<file path="config.mk">
export PLATFORM = sky130hd
export DESIGN_NAME = wm_buzz_ctrl
export DESIGN_NICKNAME = d
export VERILOG_FILES = /design/src/rtl/wm_buzz_ctrl.sv
export SDC_FILE = /design/constraint.sdc
export NUM_CORES = 1
export LEC_CHECK = 0
export ABC_AREA = 1
export CORE_MARGIN = 1
export CORE_UTILIZATION = 55
export DETAILED_ROUTE_END_ITERATION = 7
export DONT_BUFFER_PORTS = 1
export GPL_TIMING_DRIVEN = 0
export PLACE_DENSITY = 0.78
export SYNTH_ARGS = -nofsm -noshare
export SYNTH_HDL_FRONTEND = slang
export SYNTH_SLANG_ARGS = --single-unit
</file>
<file path="constraint.sdc">
create_clock -name clk -period 1.8 [get_ports clk]
set_input_delay 0.45 -clock clk [delete_from_list [all_inputs] [get_ports clk]]
set_output_delay 0.45 -clock clk [all_outputs]
set_load 0.02 [all_outputs]
</file>
<file path="src/rtl/wm_buzz_ctrl.sv">
// Beep-pattern scheduler: shares one buzzer between key-click, cycle-end and error-alarm requesters.
// Latency: a request sampled at edge n gives START at edge n+1; buzStart is high exactly for the START cycle.
// Requests are held in single-deep pend flags; a repeat request while pending is absorbed.
module wm_buzz_ctrl #(
  parameter int TICK_ON   = 200,
  parameter int TICK_GAP  = 200,
  parameter int KEY_BEEPS = 1,
  parameter int END_BEEPS = 3,
  parameter int ERR_BEEPS = 5
) (
  input  logic       clk,
  input  logic       rstn,
  input  logic       tick,
  input  logic       keyReq,
  input  logic       endReq,
  input  logic       errReq,
  input  logic       mute,
  output logic       buzStart,
  output logic       busy,
  output logic [1:0] curPat
);

  typedef enum logic [1:0] {S_IDLE, S_START, S_ON, S_GAP} state_t;

  localparam logic [9:0] ON_LAST  = 10'(TICK_ON - 1);
  localparam logic [9:0] GAP_LAST = 10'(TICK_GAP - 1);
  localparam logic [3:0] KEY_LEFT = 4'(KEY_BEEPS - 1);
  localparam logic [3:0] END_LEFT = 4'(END_BEEPS - 1);
  localparam logic [3:0] ERR_LEFT = 4'(ERR_BEEPS - 1);

  localparam logic [1:0] PAT_NONE = 2'd0;
  localparam logic [1:0] PAT_KEY  = 2'd1;
  localparam logic [1:0] PAT_END  = 2'd2;
  localparam logic [1:0] PAT_ERR  = 2'd3;

  state_t     state;
  logic [9:0] tick_cnt;
  logic [3:0] beeps_left;
  logic       pend_key;
  logic       pend_end;
  logic       pend_err;
  logic       acc_key;
  logic       acc_end;
  logic       acc_err;

  // Acceptance: IDLE takes the highest-priority pending pattern; err may also cut into a running key/end pattern.
  always_comb begin
    acc_err = 1'b0;
    acc_end = 1'b0;
    acc_key = 1'b0;
    if (!mute) begin
      if (state == S_IDLE) begin
        acc_err = pend_err;
        acc_end = !pend_err && pend_end;
        acc_key = !pend_err && !pend_end && pend_key;
      end else if ((state == S_ON || state == S_GAP) &&
                   (curPat == PAT_KEY || curPat == PAT_END)) begin
        acc_err = pend_err;
      end
    end
  end

  // Pend flags: latch unmuted requests; a request on its own accept edge re-arms the flag.
  always_ff @(posedge clk or negedge rstn) begin
    if (!rstn) begin
      pend_key <= 1'b0;
      pend_end <= 1'b0;
      pend_err <= 1'b0;
    end else if (mute) begin
      pend_key <= 1'b0;
      pend_end <= 1'b0;
      pend_err <= 1'b0;
    end else begin
      pend_key <= (pend_key && !acc_key) || keyReq;
      pend_end <= (pend_end && !acc_end) || endReq;
      pend_err <= (pend_err && !acc_err) || errReq;
    end
  end

  // Pattern sequencer: START -> ON (TICK_ON ticks) -> GAP (TICK_GAP ticks) -> START ... until beeps run out.
  always_ff @(posedge clk or negedge rstn) begin
    if (!rstn) begin
      state      <= S_IDLE;
      tick_cnt   <= '0;
      beeps_left <= '0;
      curPat     <= PAT_NONE;
    end else if (mute) begin
      state      <= S_IDLE;
      tick_cnt   <= '0;
      beeps_left <= '0;
      curPat     <= PAT_NONE;
    end else if (acc_err) begin
      state      <= S_START;
      beeps_left <= ERR_LEFT;
      curPat     <= PAT_ERR;
    end else if (acc_end) begin
      state      <= S_START;
      beeps_left <= END_LEFT;
      curPat     <= PAT_END;
    end else if (acc_key) begin
      state      <= S_START;
      beeps_left <= KEY_LEFT;
      curPat     <= PAT_KEY;
    end else begin
      case (state)
        S_START: begin
          tick_cnt <= '0;
          state    <= S_ON;
        end
        S_ON: begin
          if (tick) begin
            if (tick_cnt == ON_LAST) begin
              tick_cnt <= '0;
              if (beeps_left != 4'd0) begin
                state <= S_GAP;
              end else begin
                state  <= S_IDLE;
                curPat <= PAT_NONE;
              end
            end else begin
              tick_cnt <= tick_cnt + 10'd1;
            end
          end
        end
        S_GAP: begin
          if (tick) begin
            if (tick_cnt == GAP_LAST) begin
              tick_cnt   <= '0;
              beeps_left <= beeps_left - 4'd1;
              state      <= S_START;
            end else begin
              tick_cnt <= tick_cnt + 10'd1;
            end
          end
        end
        default: begin
        end
      endcase
    end
  end

  assign buzStart = (state == S_START);
  assign busy     = (state != S_IDLE);

endmodule
</file>
* Word level (Yosys, flattened, before mapping)
Cells that the tools add are included.
Word-level totals: bits in registers 21, bits of input ports 7, output and inout bits 4, word-level logic and storage cells 97
Operators by class: add/subtract/negate cells 2, eq/ne operators 15, multiplexer cells 42, reduce and logical (&&, ||, !) cells 31
Operator list (count):
- $mux 10 | 6
- $mux 2 | 17
- $mux 4 | 7
- $pmux 10 s2 | 1
- $reduce_bool 5->1 | 4
- $ne 6x5->1 const B | 2
- $ne 6x6->1 const B | 2
- $add 10x1->10 const B | 1
- $eq 10x8->1 const B | 1
- $mux 1 | 10
- $reduce_and 5->1 | 2
- $logic_and 1x1->1 | 7
- $reduce_bool 7->1 | 1
- $eq 2x2->1 const B | 3
- $ne 2x2->1 const B | 3
- $pmux 2 s3 | 1
- $logic_not 1->1 | 5
- $logic_or 1x1->1 | 5
- $ne 5x5->1 const B | 1
- $eq 2x1->1 const B | 2
- $reduce_and 4->1 | 1
- $reduce_bool 4->1 | 1
- $sub 4x1->4 const B | 1
- $ne 3x1->1 const B | 1
- other kinds (5) | 5

* Longest topological paths before layout
Gate-level depths: netlist (run 1).
depth after elaboration 10, depth in mapped cells 11

* Worst setup path before layout (run 1)
Ideal clock, no wire load.
path type flip-flop to flip-flop, from register tick_cnt[0], to register tick_cnt[0], library setup time 119 ps, data arrival time 1270 ps, slack 411 ps, stages on the path, launching flop included 10, path buffers 0, clock period less this slack 1389 ps, cell sequence dfrtp_1 > ha_1 > nand2_1 > inv_1 > nand2_1 > nor2_2 > nand2_1 > nand2_1 > nor2_1 > o21a_1
Between the ends: cells in the longest elaborated chain, start to end 8, elaborated cells on any way between the ends 9, those cells by class 1 x add/sub; 1 x eq/ne; 7 x mux
Ends and longest elaborated chain:
- start: declaration | RTL line 37 | logic [9:0] tick_cnt;
- start signal: assignment | RTL line 121 | tick_cnt <= tick_cnt + 10'd1;
- start signal: assignment | RTL line 132 | tick_cnt <= tick_cnt + 10'd1;
- $add 10x1->10 or $eq 10x8->1 (tied branches)
- $mux 10 (*) | RTL line 112, 127
- $mux 10 (*) | RTL line 126 | if (tick) begin
- $pmux 10 s2 (*) | RTL line 105 | case (state)
- $mux 10 (*) | RTL line 100 | end else if (acc_key) begin
- $mux 10 (*) | RTL line 96 | end else if (acc_end) begin
- $mux 10 (*) | RTL line 92 | end else if (acc_err) begin
- $mux 10 (*) | RTL line 87 | end else if (mute) begin
Every way passes the cells marked *; elsewhere a longest branch is shown, timed or not. The select of a mux whose other input is x is not followed. A chain may end at the register's enable or synchronous reset.

* Worst setup path in the final report (run 1)
from register state[1], to output busy
Between the ends: cells in the longest elaborated chain, start to end 1
Ends and longest elaborated chain:
- start: declaration | RTL line 36 | state_t state;
- start signal: assignment | RTL line 83 | state <= S_IDLE;
- start signal: assignment | RTL line 88 | state <= S_IDLE;
- start signal: assignment | RTL line 93 | state <= S_START;
- $reduce_bool 2->1 | RTL line 143 | assign busy = (state != S_IDLE);
- end: declaration | RTL line 19 | output logic busy,
Every way passes these cells.

==> run summary, run 1 <==
status - completed
initial drt markers - 41
first-pass GRT wire length - 4750 um
final hold vios - 0
Final Max Slew Viols - 0
final setup fails - 0
Cells after Synth - 194
Slew HR - 33.7%
# rows - 17
crit path kind - flop to output port
number of enable flip-flop cells after synthesis - 0
Reg2Reg Setup Slack - 170 ps
initial antenna violation count - 0
Root Driver - clkbuf_4
initial core utilization - 60.8%
drt pass-1 iters - 4
Ports - 11
vias in the first global route - 1088
CTS tree - done
drt via density - 5.38
largest family of logic cells by synthesized area - simple AND/OR/NAND/NOR gates
cell accounting for the most synthesized area - dfrtp_1
GRT Util Overall - 23.5%
share of cells above drive strength 1 - 14.6%
most numerous cell in the Yosys netlist - nand2_1
CP Data Arrival Time - 1280 ps
XOR/XNOR Fraction of Synth Area - 1.86%
sequential share of the synthesized area - 37.3%
Max clock buf depth - 2
post-synthesis mux area share - 0%
CP Max Fanout - 9
Die H - 52.6 um
Compound-Gate Fraction of Synth Area - 8.43%
Layout area overhead - 5.50%
synth top area cells - dfrtp_1 37%, nand2_1 16%, inv_1 6.7%, nor2_1 6.4%, nand3_1 5.0%
nets - 210
htree depth - 1
clock network power share - 16.8%
Synth top area share - 37.3%
DR WL/cell - 12.5 um
Startpoint Class - flop
die width - 52.6 um
mapped cell area - 1410 um2
synthesized net count - 204
synth warn - 0
Synth Flop Type - dfrtp_1
simple-gate share of the synthesized area - 40.3%
Gate power share - 40.6%
Slew @ Worst Pin - 991 ps
Tmin final - 1730 ps
Worst EP required - 1350 ps
Worst-path clk slew - 140 ps
Power Density - 1010 nW/um2
Post-Synth Adder-Cell Area - 2.66%
Final HPWL DP - 2170 um
Int Pwr - 0.831 mW
max-cap violations - 0
total power draw - 1.51 mW
Finished Layout Cells - 227
GRT Residual Overflow - 0
Tcrit/Tclk final - 96.0%
largest net degree at the start of global routing - 22
core area - 2320 um2
Skew-Pair Late Insertion Delay - 320 ps
Final GP Congestion - 0.948
CP endpoint kind - output port
Sw Ratio - 44.8%
Net Switching - 0.676 mW
Detailed Route WL - 2840 um
ant diodes - 0
fmax - 578 MHz
Avg Inst Size Synth - 7.27 um2
Worst Skew - 5.46 ps
synth cell count leaders - 59 x nand2_1, 25 x inv_1, 24 x nor2_1
via count - 1221
Inst Count DP - 222
worst hold margin - 175 ps
sequential share of power - 42.5%
# DRC - 0
CTS Buf Count - 3
Worst Hold Class - input port to flop
Die Area - 2770 um2
number of antenna-violating nets in the routed design - 0
Clock Sinks - 21
Leakage - 0.769 nW
RSZ-0062 raised after global routing - false
Yosys reg bits - 21
FFs w/ async S/R, synth - 100%
Cell variety after synth - 28
Max IR drop VDD - 0.000621 V
PortBufs - 0
setup TNS - 0 ps
## layout make-up
class | instances | area [um2]
timing repair buffer | 1 | 10.0
fill | 208 | 831
buffer | 2 | 22.5
clock buffer | 3 | 22.5
multi-input combinational | 142 | 753
inverter | 29 | 111
tap | 28 | 35.0
sequential | 21 | 526
clock inverter | 1 | 7.51
## flip-flops by register name (all words and copies together), names as in the netlist
signal,cells
beeps_left,4
curPat,2
pend_end,1
pend_err,1
pend_key,1
state,2
tick_cnt,10
## cell families (layout without fill, tap and decap cells)
| kind of cell | count (synthesis) | in the layout |
|---|---|---|
| XOR/XNOR | 3 | 3 |
| buffers and inverters | 31 | 36 |
| adder cells (fa/ha/maj) | 3 | 3 |
| AO/OA/AOI/OAI | 19 | 19 |
| AND/OR/NAND/NOR | 117 | 117 |
| flip-flops | 21 | 21 |
## power by group through the flow
stage / combinational, mW / clock [mW] / sequential (mW)
2_1_floorplan: 0.488 / 0 / 0.634
3_5_place_dp: 0.589 / 0 / 0.652
5_1_grt: 0.677 / 0.272 / 0.654
6_report: 0.612 / 0.253 / 0.641
3_3_place_gp: 0.564 / 0 / 0.648
4_1_cts: 0.603 / 0.254 / 0.641
## metrics by stage
step / setup WS, ps / area (um2) / utilization (%)
after detailed placement: 180 / 1450 / 62.3
final: 71.3 / 1490 / 64.2
after floorplan: 411 / 1410 / -
after global placement: 223 / 1450 / 62.3
after global routing: 18.1 / 1490 / 64.2
after CTS: 32.1 / 1490 / 64.1
## metal layers
layer	global-route usage (%)	routed length, um
met5	0	0
met4	9.21	38
met3	2.61	86
met2	35.9	1320
met1	33.6	1390
## cells in the final DEF (no fill, tap or decap)
| cell type | netlist | final |
|---|---|---|
| a21oi_4 | 1 | 1 |
| a21oi_1 | 6 | 6 |
| nand2_4 | 2 | 2 |
| inv_2 | 3 | 4 |
| nand4_1 | 4 | 4 |
| dlygate4sd3_1 | 0 | 1 |
| nand3_1 | 14 | 14 |
| nor2_2 | 3 | 4 |
| inv_1 | 25 | 24 |
| nand2_2 | 2 | 2 |
| or2_2 | 1 | 1 |
| o21a_1 | 1 | 1 |
| dfrtp_1 | 21 | 21 |
| o21ai_2 | 2 | 2 |
| nand3_4 | 1 | 1 |
| ha_1 | 3 | 3 |
| nor2_1 | 24 | 23 |
| nor2_8 | 1 | 1 |
| o21ai_0 | 7 | 7 |
| nand2_1 | 59 | 59 |
| clkbuf_4 | 0 | 3 |
| clkinvlp_4 | 0 | 1 |
| nor3_1 | 2 | 2 |
| nand4_2 | 1 | 1 |
| buf_6 | 2 | 2 |
| nand4_4 | 1 | 1 |
| xor2_1 | 3 | 3 |
| o21bai_1 | 1 | 1 |
| nand3_2 | 2 | 2 |
| o21ai_1 | 1 | 1 |
| inv_4 | 1 | 1 |
## worst max-delay path, cell delays in order (launching register included)
cell     delay (ps)
dfrtp_1         400
buf_6           140
nor2_2          270
inv_2           150
## final timing paths
kind / endpoint / cells after the start / from
setup / recovery: busy / 3 / state[1]
hold / removal: pend_end / 1 / mute
setup reg to reg: tick_cnt[0] / 9 / tick_cnt[0]
hold reg to reg: tick_cnt[9] / 2 / tick_cnt[9]
max in group asynchronous: beeps_left[2] / 1 / rstn
min in group asynchronous: tick_cnt[2] / 1 / rstn
## timing repair
item | CTS | global route
hold buffers | 1 | 0
endpoints found under the hold margin | 21 | 0
setup endpoints to repair | 0 | 4
buffers inserted | 0 | 0
resized for setup | 0 | 2
Power figures use the tool's default switching activity.
==> run 2, diff against run 1 <==
--- a/config.mk
+++ b/config.mk
@@ -6,7 +6,7 @@
 export NUM_CORES = 1
 export LEC_CHECK = 0
 export ABC_AREA = 1
-export CORE_MARGIN = 1
+export CORE_MARGIN = 5
 export CORE_UTILIZATION = 55
 export DETAILED_ROUTE_END_ITERATION = 7
 export DONT_BUFFER_PORTS = 1
==> run summary, run 2 (same netlist as run 1, synthesis figures left out) <==
htree depth - 1
Startpoint Class - flop
Largest regs - tick_cnt x10, beeps_left x4
Die H - 60.6 um
Max clock buf depth - 2
nets - 210
Final HPWL DP - 2210 um
max-cap violations - 0
ant diodes - 0
largest net degree at the start of global routing - 22
Ports - 11
clock network power share - 15.8%
drt via density - 5.37
area occupied by multi-input gates - 753 um2
Power Density - 993 nW/um2
reg2reg end - tick_cnt[0]
register area - 526 um2
crit path kind - flop to output port
Reg2Reg Setup Slack - 140 ps
CTS tree - done
vias in the first global route - 1231
Root Driver - clkbuf_4
sequential share of power - 43.6%
GRT Util Overall - 18.4%
FILL cells - 224
Detailed Route WL - 2900 um
RR Startpoint - tick_cnt[0]
fmax - 573 MHz
# rows - 18
Final GP Congestion - 0.916
max reg flops - 10
core area - 2450 um2
most common cell after layout, fill and taps aside - nand2_1
min-delay src - mute
placed cell area - 1450 um2
initial core utilization - 57.4%
Slew @ Worst Pin - 979 ps
initial drt markers - 61
Tcrit/Tclk final - 96.9%
Worst Hold Class - input port to flop
worst hold margin - 185 ps
die width - 60.6 um
dpl ws - 180 ps
Final Max Slew Viols - 0
Net Switching - 0.644 mW
Setup WS post-layout - 55.2 ps
Skew-Pair Late Insertion Delay - 310 ps
CP Max Fanout - 9
DR WL/cell - 12.7 um
commonest non-fill, non-tap cells in the layout - 59 x nand2_1, 25 x inv_1, 23 x nor2_1, 21 x dfrtp_1, 14 x nand3_1
drt pass-1 iters - 5
CP endpoint kind - output port
initial antenna violation count - 0
Finished Cell Area - 1490 um2
Leakage - 0.772 nW
Worst-path clk slew - 120 ps
final hold vios - 0
Tmin final - 1740 ps
Largest Register - tick_cnt
Die Area - 3680 um2
Int Pwr - 0.831 mW
share of cells above drive strength 1 - 13.6%
first-pass GRT wire length - 5090 um
Sw Ratio - 43.7%
Layout area overhead - 5.41%
number of antenna-violating nets in the routed design - 0
final setup fails - 0
CP Data Arrival Time - 1290 ps
postcts setup bufs - 0
PortBufs - 0
status - completed
Clock Sinks - 21
Gate power share - 40.7%
GRT Residual Overflow - 0
CTS Buf Count - 3
Max IR drop VDD - 0.000681 V
WHS Endpoint - pend_key
Slew HR - 34.6%
Worst EP required - 1350 ps
cells on worst reg2reg path - 9
setup TNS - 0 ps
Worst Skew - 7.41 ps
worst hold path depth - 1
via count - 1229
# DRC - 0
==> run 2: cell types whose count changed in the layout (fill, tap and decap cells not counted) <==
cell,before,now
inv_1,24,25
clkinvlp_4,1,0
inv_2,4,3
clkbuf_1,0,1
==> run 2: worst max path at each step <==
| stage | to | slack [ps] | start | cells after the start |
|---|---|---|---|---|
| 2_1_floorplan | tick_cnt[0] | 410 | tick_cnt[0] | 9 |
| 3_3_place_gp | tick_cnt[0] | 230 | tick_cnt[0] | 9 |
| 3_5_place_dp | tick_cnt[1] | 180 | tick_cnt[0] | 10 |
| 4_1_cts | busy | 40 | state[1] | 3 |
| 5_1_grt | tick_cnt[0] | -20 | tick_cnt[0] | 9 |
| 6_report | busy | 60 | state[1] | 3 |
==> run 2: power by group through the flow <==
stage | Clock, mW | Combinational, mW | Sequential [mW]
after global routing | 0.260 | 0.674 | 0.657
after global placement | 0 | 0.562 | 0.649
after CTS | 0.244 | 0.601 | 0.643
final | 0.233 | 0.600 | 0.643
after detailed placement | 0 | 0.587 | 0.653
after floorplan | 0 | 0.488 | 0.634
==> run 2: per-stage QoR <==
step | power, mW | cells | util, %
6_report | 1.48 | 229 | 60.6
5_1_grt | 1.59 | 229 | 60.6
4_1_cts | 1.49 | 229 | 60.4
3_5_place_dp | 1.24 | 224 | 59.0
3_3_place_gp | 1.21 | 224 | 59.0
2_1_floorplan | 1.12 | 194 | -
==> run 2: final cells by class <==
| class | instances | share of cell area (%) |
|---|---|---|
| multi-input cells | 142 | 50.7 |
| flip-flops and latches | 21 | 35.4 |
| inverters | 29 | 7.49 |
| well taps | 30 | 2.53 |
| clock buffers | 4 | 1.77 |
| plain buffers | 2 | 1.52 |
| repair buffers | 1 | 0.673 |
==> run 2: routing by layer <==
layer  global-route usage, %  share of wire (%)  up-vias
li1                        -                  -      625
met4                    11.8                3.3        0
met3                    3.83                5.4       11
met1                    22.9                 44      548
met2                    29.0                 47       45
met5                       0                  0        -
==> run 2: critical path, stage by stage (launching register included) <==
cell and delay, ps:
dfrtp_1 400, buf_6 140, nor2_2 240, inv_1 210
==> run 2: timing repair <==
action / 4_1_cts / 5_1_grt
resized for setup: 0 / 1
setup endpoints to repair: 0 / 4
hold buffers: 1 / 0
hold endpoints to repair: 21 / 0
